**src/rtl/btn_pkg.sv**
```systemverilog
// Shared definitions for push-button conditioning blocks.
// Debounce FSM states and stability-count limits.
package btn_pkg;

  typedef enum logic [1:0] {
    IDLE      = 2'd0,
    PRESS_CHK = 2'd1,
    HELD      = 2'd2,
    REL_CHK   = 2'd3
  } btn_state_e;

  localparam int MIN_STABLE_CYCLES = 2;
  localparam int DEF_STABLE_CYCLES = 16;

endpackage

```
**src/rtl/sync_2ff.sv**
```systemverilog
// Generic two-flop synchroniser for asynchronous inputs.
// Both stages clear to 0 on reset.
module sync_2ff #(
  parameter int W = 1
) (
  input  logic         clk_i,
  input  logic         rst_i,
  input  logic [W-1:0] d_i,
  output logic [W-1:0] q_o
);

  logic [W-1:0] s1_q;
  logic [W-1:0] s2_q;

  always_ff @(posedge clk_i or posedge rst_i) begin
    if (rst_i) begin
      s1_q <= '0;
      s2_q <= '0;
    end else begin
      s1_q <= d_i;
      s2_q <= s1_q;
    end
  end

  assign q_o = s2_q;

endmodule

```
**src/rtl/btn_debounce_pulse.sv**
```systemverilog
// Push-button debouncer: sync, stable-count filter, level,
// single-cycle press/release pulses and a press counter.
module btn_debounce_pulse
  import btn_pkg::*;
#(
  parameter int STABLE_CYCLES = DEF_STABLE_CYCLES,
  parameter int CNT_W         = 8
) (
  input  logic       btn_clk,
  input  logic       rst,
  input  logic       btn_raw,
  output logic       btn_level,
  output logic       btn_pulse,
  output logic       btn_release,
  output logic [7:0] press_count
);

  if (STABLE_CYCLES < MIN_STABLE_CYCLES) begin : g_min_chk
    $error("STABLE_CYCLES below minimum");
  end
  if (((STABLE_CYCLES - 1) >> CNT_W) != 0) begin : g_cnt_chk
    $error("CNT_W too narrow for STABLE_CYCLES");
  end

  localparam logic [CNT_W-1:0] LAST = CNT_W'(STABLE_CYCLES - 1);
  localparam logic [CNT_W-1:0] ONE  = CNT_W'(1);

  logic             s2;
  btn_state_e       state_q, state_d;
  logic [CNT_W-1:0] cnt_q, cnt_d;
  logic             level_q, level_d;
  logic             pulse_q, pulse_d;
  logic             rel_q, rel_d;
  logic [7:0]       count_q, count_d;

  sync_2ff #(.W(1)) u_sync (
    .clk_i (btn_clk),
    .rst_i (rst),
    .d_i   (btn_raw),
    .q_o   (s2)
  );

  always_ff @(posedge btn_clk or posedge rst) begin
    if (rst) begin
      state_q <= IDLE;
      cnt_q   <= '0;
      level_q <= 1'b0;
      pulse_q <= 1'b0;
      rel_q   <= 1'b0;
      count_q <= '0;
    end else begin
      state_q <= state_d;
      cnt_q   <= cnt_d;
      level_q <= level_d;
      pulse_q <= pulse_d;
      rel_q   <= rel_d;
      count_q <= count_d;
    end
  end

  always_comb begin
    state_d = state_q;
    cnt_d   = cnt_q;
    level_d = level_q;
    pulse_d = 1'b0;
    rel_d   = 1'b0;
    count_d = count_q;
    unique case (state_q)
      IDLE: begin
        if (s2) begin
          state_d = PRESS_CHK;
          cnt_d   = ONE;
        end
      end
      PRESS_CHK: begin
        if (!s2) begin
          state_d = IDLE;
          cnt_d   = '0;
        end else if (cnt_q == LAST) begin
          state_d = HELD;
          cnt_d   = '0;
          level_d = 1'b1;
          pulse_d = 1'b1;
          count_d = count_q + 8'd1;
        end else begin
          cnt_d = cnt_q + ONE;
        end
      end
      HELD: begin
        if (!s2) begin
          state_d = REL_CHK;
          cnt_d   = ONE;
        end
      end
      REL_CHK: begin
        // a bounce back to 1 keeps the button held
        if (s2) begin
          state_d = HELD;
          cnt_d   = '0;
        end else if (cnt_q == LAST) begin
          state_d = IDLE;
          cnt_d   = '0;
          level_d = 1'b0;
          rel_d   = 1'b1;
        end else begin
          cnt_d = cnt_q + ONE;
        end
      end
      default: begin
        state_d = IDLE;
        cnt_d   = '0;
        level_d = 1'b0;
      end
    endcase
  end

  assign btn_level   = level_q;
  assign btn_pulse   = pulse_q;
  assign btn_release = rel_q;
  assign press_count = count_q;

endmodule
```
**config.mk**
```make
export PLATFORM = sky130hd
export DESIGN_NAME = btn_debounce_pulse
export DESIGN_NICKNAME = d
export VERILOG_FILES = /design/src/rtl/btn_pkg.sv /design/src/rtl/sync_2ff.sv /design/src/rtl/btn_debounce_pulse.sv
export SDC_FILE = /design/constraint.sdc
export NUM_CORES = 1
export LEC_CHECK = 0
export BUFFER_PORTS_ARGS = -buffer_cell sky130_fd_sc_hd__buf_2
export CAP_MARGIN = 20
export CORE_MARGIN = 2
export CORE_UTILIZATION = 54
export DETAILED_ROUTE_END_ITERATION = 6
export PLACE_DENSITY_LB_ADDON = 0.15
export SYNTH_ARGS = -nofsm -noshare
export SYNTH_HDL_FRONTEND = slang
export SYNTH_SLANG_ARGS = --single-unit
```
**constraint.sdc**
```tcl
create_clock -name btn_clk -period 2.2 [get_ports btn_clk]
set_clock_uncertainty 0.1 [all_clocks]
set_input_delay 0.33 -clock btn_clk [delete_from_list [all_inputs] [get_ports btn_clk]]
set_output_delay 0.33 -clock btn_clk [all_outputs]
set_load 0.01 [all_outputs]
```
==> out/metrics.yaml, run 1 <==
floorplanning:
  core_area_sq_um: 1780
  initial_utilization_pct: 58.9
  die_area_sq_um: 2310
  die_x_microns: 48.1
  row_count: 15
  io_pins: 14
  dieHeight_microns: 48.1
cells_and_area:
  layout.nets: 116
  num-fill-cells: 160
  multi_input_area_sq_um: 444
  drive_gt1_share_pct: 20.9
  register_area_sq_um: 576
  num_antenna_cells: 0
  syn2layout_area_growth_pct: 12.6
grt:
  antenna_found_initial: 0
  grt_remaining_overflow: 0
  grt_max_degree: 24
  track_usage_pct: 18.3
  grt_pass1_wl_microns: 2900
  first_global_vias: 667
clocking:
  cts.clk_slew.worst_paths_ns: 0.13
  cts_buffers: 3
  tritoncts: "yes"
  clock_path_buffers: 2
  cts_htree_levels: 1
  cts.sinks: 23
  cts_root_buf: "clkbuf_4"
  insertion_delay_ns: 0.30
worst_setup_path:
  worstPathRequired_ns: 2.30
  cp_cell_sequence: "ha_1 > and3_2 > and4_1 > mux2_2"
  slowest_delay_ns: 0.42
  worst_path_max_delay_cell: "dfrtp_1"
  endpoint_kind: "flip-flop"
  cp-start-kind: "flip-flop"
  critical_path_depth: 4
  path_max_fanout: 9
  critPathBufInv: 0
  cp_top_family: "simple AND/OR/NAND/NOR gates"
  cp.arrival_ns: 1.91
  critPathKind: "reg2reg"
  r2r_cells: 4
synthesis:
  yosys_warnings: 0
  synth-adder-area-share_pct: 2.38
  synthFlopType: "dfrtp_1"
  synth_area_leaders: "dfrtp_1, xor2_1, xnor2_1, nand4_1, nand2_1"
  async_flop_share_pct: 100
  synth_edf_count: 0
  synth_compound_gate_area_share_pct: 7.51
  synthCells: 92
  synth_xor_area_share_pct: 12.5
  synth_top_area_share_pct: 54.8
  synth_top_family_by_area: "simple AND/OR/NAND/NOR gates"
  synth_cell_types: 25
  netlist_area_sq_um: 1050
  synthTopCellsByCount: "dfrtp_1, nand2_1, xor2_1, nor2_1, xnor2_1"
  yosys.area.top_type: "dfrtp_1"
  seq_area_frac_synth_pct: 54.8
  synth-seq-cells: 23
  syn-num-nets: 97
  synth_mux_area_share_pct: 1.07
  postSynthAreaPerCell_sq_um: 11.4
  synth.most_common_cell: "dfrtp_1"
  synth-simple-area-share_pct: 18.8
place:
  io_buffer_count: 13
  dp_hpwl_microns: 1220
  routabilityCongestion: 0.758
flow_run:
  maxCapViolCount: 0
detailed_routing:
  drt_iter0_drc: 11
  wire_per_inst_microns: 12.9
  routed_wl_microns: 1750
  antenna_left: 0
  viasPerCell: 5.36
  route.detailed.drc: 0
  num_vias: 723
  drtPass1Iterations: 4
outcome:
  status: "complete, no violations"
timing:
  hold_violations: 0
  worst_slew_pin_slew_ns: 0.555
  max_freq_ghz: 0.551
  tns_ns: 0
  rsz0062_at_grt: "false"
  timing.final.crit_share_pct: 82.6
  relSlewSlack_pct: 62.8
  setup_viol: 0
  fin_crit_ns: 1.82
  finalMaxSlewViolations: 0
power:
  power_leakage_nw: 0.589
  power.total_mw: 0.671
  ir_drop_mv: 0.315
  p_per_area_nw_per_um2: 568
hold_path:
  hold_path_class: "reg2reg"
  hold_depth: 0
[area by class of cell]
class	count	area share, %
Multi-Input combinational cell	65	37.6
Sequential cell	23	48.7
Tap cell	25	2.65
Inverter	1	0.317
Clock buffer	3	1.90
Clock inverter	1	0.423
Timing Repair Buffer	17	8.47
[flip-flops by register name, indices dropped and copies added, names as in the netlist, named ones only]
register and count:
btn_level 1, btn_pulse 1, btn_release 1, cnt_q 8, press_count 8, state_q 1
u_sync.q_o 1, u_sync.s1_q 1
[cells by family (layout without fill, tap and decap cells)]
group,Yosys count,after routing
xor+xnor,15,15
fa+ha+maj,2,2
simple gates,34,34
buf+inv,4,22
mux,1,1
compound gates,13,13
flops,23,23
[path summary, 6_finish.rpt]
path / start / slack (ns) / end
max: cnt_q[0]$_DFFE_PP0P_ / 0.38 / press_count[1]$_DFFE_PP0P_
min: u_sync.s1_q$_DFF_PP0_ / 0.27 / u_sync.q_o$_DFF_PP0_
max reg2reg: cnt_q[0]$_DFFE_PP0P_ / 0.38 / press_count[1]$_DFFE_PP0P_
min reg2reg: u_sync.s1_q$_DFF_PP0_ / 0.27 / u_sync.q_o$_DFF_PP0_
max in group asynchronous: rst / 1.25 / state_q[0]$_DFFE_PP0P_
min in group asynchronous: rst / 0.52 / cnt_q[0]$_DFFE_PP0P_
[repair_timing]
action,CTS,global route
setup buffers,0,0
hold buffers,1,1
hold endpoints to repair,23,1
gates resized for setup,0,0
[power breakdown]
part	internal, mW	total, mW	switching (mW)
registers	0.432	0.445	0.0129
clock network	0.0677	0.189	0.121
logic	0.0157	0.0377	0.0220
total	0.515	0.671	0.156
[cell usage in the layout (no fill, tap or decap), types with 2 or more instances in the layout]
cell type      netlist  routed
o21ai_0              4       4
nor2_1               7       7
buf_4                0       2
a21oi_1              4       4
buf_2                0      13
xor2_1               8       8
nand2_1              8       8
clkbuf_4             0       3
and3_2               2       2
dlygate4sd3_1        0       2
nand3_1              4       4
ha_1                 2       2
o2111ai_1            2       2
xnor2_1              7       7
dfrtp_1             23      23
and4_1               3       3
nand4_1              5       5
[layer usage]
layer,share of wire [%],track usage (%),vias to the layer above,routed length [microns]
met2,46,27.5,13,796
met4,2.2,8.11,0,38
met5,0,0,-,0
li1,-,-,361,-
met1,49,25.4,345,857
met3,3.1,4.44,4,55
[per-stage QoR]
stage | utilization [%] | instance area, sq um | setup slack [ns] | cells | hold WS [ns]
CTS | 65.8 | 1170 | 0.367 | 134 | 0.0146
global placement | 63.6 | 1130 | 0.445 | 129 | 0.234
global route | 66.3 | 1180 | 0.277 | 135 | 0.276
finish | 66.3 | 1180 | 0.384 | 135 | 0.265
detailed placement | 63.6 | 1130 | 0.386 | 129 | 0.240
floorplan | - | 1050 | 0.565 | 92 | 0.231
(Power assumes the default switching activity.)
==> run 2, diff against run 1 <==
==> constraint.sdc (replaced) <==
create_clock -name btn_clk -period 1.8 [get_ports btn_clk]
set_clock_uncertainty 0.1 [all_clocks]
set_input_delay 0.27 -clock btn_clk [delete_from_list [all_inputs] [get_ports btn_clk]]
set_output_delay 0.27 -clock btn_clk [all_outputs]
set_load 0.01 [all_outputs]
==> run 2 against run 1 <==
  * Worst setup slack got worse by 0.27 ns
  * Clock power rose by 24%
  * Critical path depth rose by 1
  * Combinational power rose by 44%
  * Total power rose by 23%
  * Hold slack improved by 0.0020 ns
  * Clock-buffer cell count did not move
  * Critical endpoint is now cnt_q[0]$_DFFE_PP0P_
  * Largest cell class unchanged
  * Highest routed layer unchanged
==> out/metrics.yaml, run 2 (synthesis results as in run 1) <==
cells_and_area:
  syn2layout_area_growth_pct: 16.3
  multi_input_area_sq_um: 445
  final_core_util_pct: 68.5
  layout_common_cells: "dfrtp_1, buf_2, xor2_1, nand2_1"
  layout_commonest_cell: "dfrtp_1"
  drive_gt1_share_pct: 25.2
  layout.nets: 121
  num-fill-cells: 149
  finalNonFillerCells: 140
  stdcell_area_sq_um: 1220
  register_area_sq_um: 576
  num_antenna_cells: 0
place:
  place_area_sq_um: 1170
  dp_cells: 134
  routabilityCongestion: 0.738
  dp_hpwl_microns: 1290
  place_ws_ns: 0.0595
  io_buffer_count: 13
grt:
  antenna_found_initial: 0
  grt_max_degree: 24
  grt_remaining_overflow: 0
  use_met1_pct: 26.1
  grtUsageMet3_pct: 4.44
  grt_pass1_wl_microns: 2960
  top_usage_layer: "met2"
  met2_usage_pct: 29.1
  track_usage_pct: 18.8
  first_global_vias: 659
timing:
  whs_ns: 0.267
  worst_slew_pin_slew_ns: 0.363
  relSlewSlack_pct: 75.8
  finalMaxSlewViolations: 0
  setup_viol: 0
  max_freq_ghz: 0.592
  tns_ns: 0
  fin_crit_ns: 1.69
  worst_slack_ns: 0.110
  rsz0062_at_grt: "false"
  hold_violations: 0
  timing.final.crit_share_pct: 93.9
floorplanning:
  die_x_microns: 48.1
  initial_utilization_pct: 58.9
  dieHeight_microns: 48.1
  io_pins: 14
  die_area_sq_um: 2310
  row_count: 15
  core_area_sq_um: 1780
clocking:
  cts.sinks: 23
  cts_htree_levels: 1
  cts_root_buf: "clkbuf_4"
  tritoncts: "yes"
  cts_buffers: 3
  cts.clk_slew.worst_paths_ns: 0.12
  insertion_delay_ns: 0.31
  clock_path_buffers: 2
hold_path:
  hold_depth: 0
  whs_endpoint: "u_sync.q_o$_DFF_PP0_"
  hold_path_class: "reg2reg"
  worst_hold_startpoint: "u_sync.s1_q$_DFF_PP0_"
worst_setup_path:
  slowest_delay_ns: 0.44
  path_max_fanout: 5
  crit_top_cell: "and3_2"
  rrSetupSlack_ns: 0.11
  cp-start-kind: "flip-flop"
  cp.arrival_ns: 1.80
  critPathKind: "reg2reg"
  endpoint_kind: "flip-flop"
  critPathBufInv: 1
  worst_path_max_delay_cell: "dfrtp_1"
  timing.rr.end: "cnt_q[0]$_DFFE_PP0P_"
  cp_top_family: "flip-flops"
  r2r_cells: 5
  cp_cell_sequence: "ha_1 > and3_2 > buf_4 > and3_2 > a211oi_1"
  worstReg2RegStart: "cnt_q[0]$_DFFE_PP0P_"
  worstPathRequired_ns: 1.91
detailed_routing:
  num_vias: 743
  wire_per_inst_microns: 13.0
  drtPass1Iterations: 3
  routed_wl_microns: 1820
  route.detailed.drc: 0
  antenna_left: 0
  viasPerCell: 5.31
  drt_iter0_drc: 6
power:
  power_leakage_nw: 0.614
  p_per_area_nw_per_um2: 679
  power.total_mw: 0.829
  ir_drop_mv: 0.476
flow_run:
  maxCapViolCount: 0
outcome:
  status: "complete, no violations"
-- run 2: changes by cell type in the layout (fill, tap and decap cells not counted), sizes merged --
cell	previous run	this run
buf	15	20
-- run 2: how the worst max path moves through the flow --
stage	start	to	slack, ns	cells past startpoint
final	cnt_q[0]$_DFFE_PP0P_	cnt_q[0]$_DFFE_PP0P_	0.11	5
after detailed placement	cnt_q[0]$_DFFE_PP0P_	press_count[1]$_DFFE_PP0P_	0.06	4
after CTS	cnt_q[0]$_DFFE_PP0P_	press_count[1]$_DFFE_PP0P_	0.05	4
after floorplan	cnt_q[4]$_DFFE_PP0P_	press_count[1]$_DFFE_PP0P_	0.17	4
after global routing	cnt_q[0]$_DFFE_PP0P_	cnt_q[0]$_DFFE_PP0P_	0.04	5
after global placement	cnt_q[0]$_DFFE_PP0P_	press_count[1]$_DFFE_PP0P_	0.10	4
-- run 2: power by group --
group	total, mW	switching [mW]	internal, mW	leakage, nW
Sequential	0.539	0.0118	0.528	0.311
Clock	0.235	0.152	0.0830	0.0177
Combinational	0.0541	0.0321	0.0220	0.285
Total	0.829	0.196	0.633	0.614
-- run 2: cell type report --
class | count | share of cell area, %
clock inverters | 1 | 0.410
multi-input cells | 65 | 36.5
well taps | 25 | 2.56
repair buffers | 22 | 11.3
flip-flops and latches | 23 | 47.1
inverters | 1 | 0.307
clock buffers | 3 | 1.84
-- run 2: what timing repair did --
action,CTS,global route
buffers inserted,0,0
hold buffers,2,0
gates resized for setup,0,1
hold endpoints to repair,24,0
endpoints found under the setup margin,0,2
-- run 2: routing by layer --
metal	routed length [microns]	part of all wire, %
met3	48	2.6
met5	0	0
met1	867	48
met4	14	0.77
met2	886	49
==> run 3, diff against run 2 <==
--- a/config.mk
+++ b/config.mk
@@ -5,10 +5,12 @@
 export SDC_FILE = /design/constraint.sdc
 export NUM_CORES = 1
 export LEC_CHECK = 0
+export ABC_AREA = 1
 export BUFFER_PORTS_ARGS = -buffer_cell sky130_fd_sc_hd__buf_2
 export CAP_MARGIN = 20
+export CORE_ASPECT_RATIO = 1.1
 export CORE_MARGIN = 2
-export CORE_UTILIZATION = 54
+export CORE_UTILIZATION = 56
 export DETAILED_ROUTE_END_ITERATION = 6
 export PLACE_DENSITY_LB_ADDON = 0.15
 export SYNTH_ARGS = -nofsm -noshare
==> run 3 against run 2 <==
  * Maximum frequency rose by 11%
  * Hold slack improved by 0.0095 ns
  * Combinational power up 2%
  * First-iteration DRC count rose to 2.8 times the previous value
  * Non-clock buffer count fell by 6
  * Die area rose by 11%
  * Clock-buffer cell count is the same
  * Critical path depth increased by 3
  * Clock power up 4%
  * Sequential power is essentially flat
  * Global-route usage increased by 1.7 points
==> out/metrics.yaml, run 3 <==
synthesis:
  seq_area_frac_synth_pct: 47.3
  synthCells: 155
  synthTopCellsByCount: "nand2_1, dfrtp_1, inv_1, nor2_1, nand3_1"
  synthFlopType: "dfrtp_1"
  postSynthAreaPerCell_sq_um: 7.85
  synth_top_area_share_pct: 47.3
  synth_cell_types: 20
  synth-seq-cells: 23
  yosys.area.top_type: "dfrtp_1"
  yosys_warnings: 0
  synth_area_leaders: "dfrtp_1, nand2_1, inv_1, nor2_1, xor2_1"
  syn-num-nets: 160
  async_flop_share_pct: 100
  synth.most_common_cell: "nand2_1"
  synth_edf_count: 0
  netlist_area_sq_um: 1220
hold_path:
  hold_path_class: "reg2reg"
  hold_depth: 0
  worst_hold_startpoint: "u_sync.s1_q$_DFF_PP0_"
  whs_endpoint: "u_sync.q_o$_DFF_PP0_"
cells_and_area:
  layout_common_cells: "nand2_1, dfrtp_1, inv_1"
  stdcell_area_sq_um: 1370
  layout.nets: 180
  num-fill-cells: 195
  layout_commonest_cell: "nand2_1"
  finalNonFillerCells: 202
  syn2layout_area_growth_pct: 12.3
  num_antenna_cells: 0
  drive_gt1_share_pct: 16.1
place:
  routabilityCongestion: 0.728
  io_buffer_count: 13
  dp_cells: 196
  place_area_sq_um: 1320
  dp_hpwl_microns: 1680
  place_ws_ns: 0.285
worst_setup_path:
  cp-start-kind: "flip-flop"
  critPathBufInv: 1
  r2r_cells: 8
  rrSetupSlack_ns: 0.28
  slowest_delay_ns: 0.39
  critPathKind: "reg2reg"
  worst_path_max_delay_cell: "dfrtp_1"
  cp_cell_sequence: "ha_1 > nand2_2 > nor2_4 > nand3_4 > inv_2 > nand3_1 > nand2_1 > o21ai_1"
  startpoint: "cnt_q[1]$_DFFE_PP0P_"
  worstReg2RegStart: "cnt_q[1]$_DFFE_PP0P_"
  path_max_fanout: 5
  cp.arrival_ns: 1.64
  cp_top_family: "simple AND/OR/NAND/NOR gates"
  endpoint_kind: "flip-flop"
  timing.rr.end: "press_count[2]$_DFFE_PP0P_"
  worstPathRequired_ns: 1.92
timing:
  relSlewSlack_pct: 80.8
  hold_violations: 0
  timing.final.crit_share_pct: 84.3
  tns_ns: 0
  setup_viol: 0
  fin_crit_ns: 1.52
  worst_slack_ns: 0.283
  rsz0062_at_grt: "false"
  worst_slew_pin_slew_ns: 0.288
  max_freq_ghz: 0.659
  finalMaxSlewViolations: 0
flow_run:
  maxCapViolCount: 0
grt:
  top_usage_layer: "met2"
  track_usage_pct: 20.5
  grtUsageMet3_pct: 3.39
  first_global_vias: 937
  grt_pass1_wl_microns: 3940
  use_met1_pct: 25.0
  met2_usage_pct: 36.6
  grt_max_degree: 24
  antenna_found_initial: 0
  grt_remaining_overflow: 0
detailed_routing:
  drtPass1Iterations: 2
  antenna_left: 0
  route.detailed.drc: 0
  num_vias: 1021
  viasPerCell: 5.05
  drt_iter0_drc: 17
  wire_per_inst_microns: 11.0
  routed_wl_microns: 2210
floorplanning:
  core_area_sq_um: 2020
  row_count: 17
  initial_utilization_pct: 60.2
  io_pins: 14
  die_x_microns: 48.4
  die_area_sq_um: 2560
  dieHeight_microns: 52.9
power:
  power.total_mw: 0.836
  p_per_area_nw_per_um2: 612
  swShare_pct: 24.6
  power_leakage_nw: 0.745
  ir_drop_mv: 0.522
  power_frac_comb_pct: 6.6
  clkPwrFrac_pct: 29.2
  seqPwrFrac_pct: 64.2
  p_int_mw: 0.631
  switchingPower_mw: 0.206
clocking:
  cts_buffers: 3
  cts.sinks: 23
  clock_path_buffers: 2
  cts_htree_levels: 1
  cts.clk_slew.worst_paths_ns: 0.13
  insertion_delay_ns: 0.32
  tritoncts: "yes"
  cts_root_buf: "clkbuf_4"
outcome:
  status: "complete, no violations"
==> run 3: cell count changes after synthesis, moves of 4 or more <==
cell and change:
nand2_2 +4, xnor2_1 -6, nand3_1 +4, inv_1 +21, nand2_1 +42, nor2_1 +5
==> run 3: repair_timing <==
item / 4_1_cts / 5_1_grt
resized for setup: 0 / 0
hold endpoints to repair: 24 / 0
setup buffers: 0 / 0
hold buffers: 2 / 0
==> run 3: layer usage <==
layer  part of all wire, %  wire (microns)
met5                     0               0
met4                   1.8              39
met3                   2.3              50
met2                    52            1160
met1                    43             961
==> run 3: cell type report <==
cell class / count / area (sq um) / share of cell area [%]
sequential: 23 / 576 / 42.1
multi-input combinational: 106 / 539 / 39.5
inverter: 25 / 93.8 / 6.87
timing repair buffer: 16 / 92.6 / 6.78
tap: 28 / 35.0 / 2.56
clock buffer: 3 / 22.5 / 1.65
clock inverter: 1 / 7.51 / 0.549
==> run 3: how the worst max path moves through the flow <==
| stage | end | slack [ns] | depth (start not counted) |
|---|---|---|---|
| after detailed placement | press_count[2]$_DFFE_PP0P_ | 0.29 | 8 |
| after global placement | press_count[6]$_DFFE_PP0P_ | 0.37 | 6 |
| final | press_count[2]$_DFFE_PP0P_ | 0.28 | 8 |
| after CTS | press_count[2]$_DFFE_PP0P_ | 0.26 | 8 |
| after floorplan | press_count[2]$_DFFE_PP0P_ | 0.44 | 8 |
| after global routing | press_count[2]$_DFFE_PP0P_ | 0.09 | 8 |
==> run 3: metrics by stage <==
stage | hold slack, ns | utilization [%]
after floorplan | 0.172 | -
after global routing | 0.289 | 67.6
after detailed placement | 0.219 | 65.1
after global placement | 0.217 | 65.1
after CTS | 0.284 | 67.6
final | 0.277 | 67.6
==> run 3: power by group through the flow <==
stage          sequential [mW]  clock, mW  combinational, mW
2_1_floorplan            0.543          0             0.0428
3_3_place_gp             0.546          0             0.0509
3_5_place_dp             0.547          0             0.0527
4_1_cts                  0.537      0.245             0.0565
5_1_grt                  0.539      0.276             0.0649
6_report                 0.537      0.244             0.0554
==> run 3: kinds of logic (layout without fill, tap and decap cells) <==
logic type	after synthesis	in the layout	synth area share [%]
and+or+nand+nor	88	88	33.8
DFF	23	23	47.3
AOI/OAI and AO/OA	10	10	4.11
adders and majority gates	2	2	2.06
buffers and inverters	26	45	8.33
xor gates and xnor gates	6	6	4.32
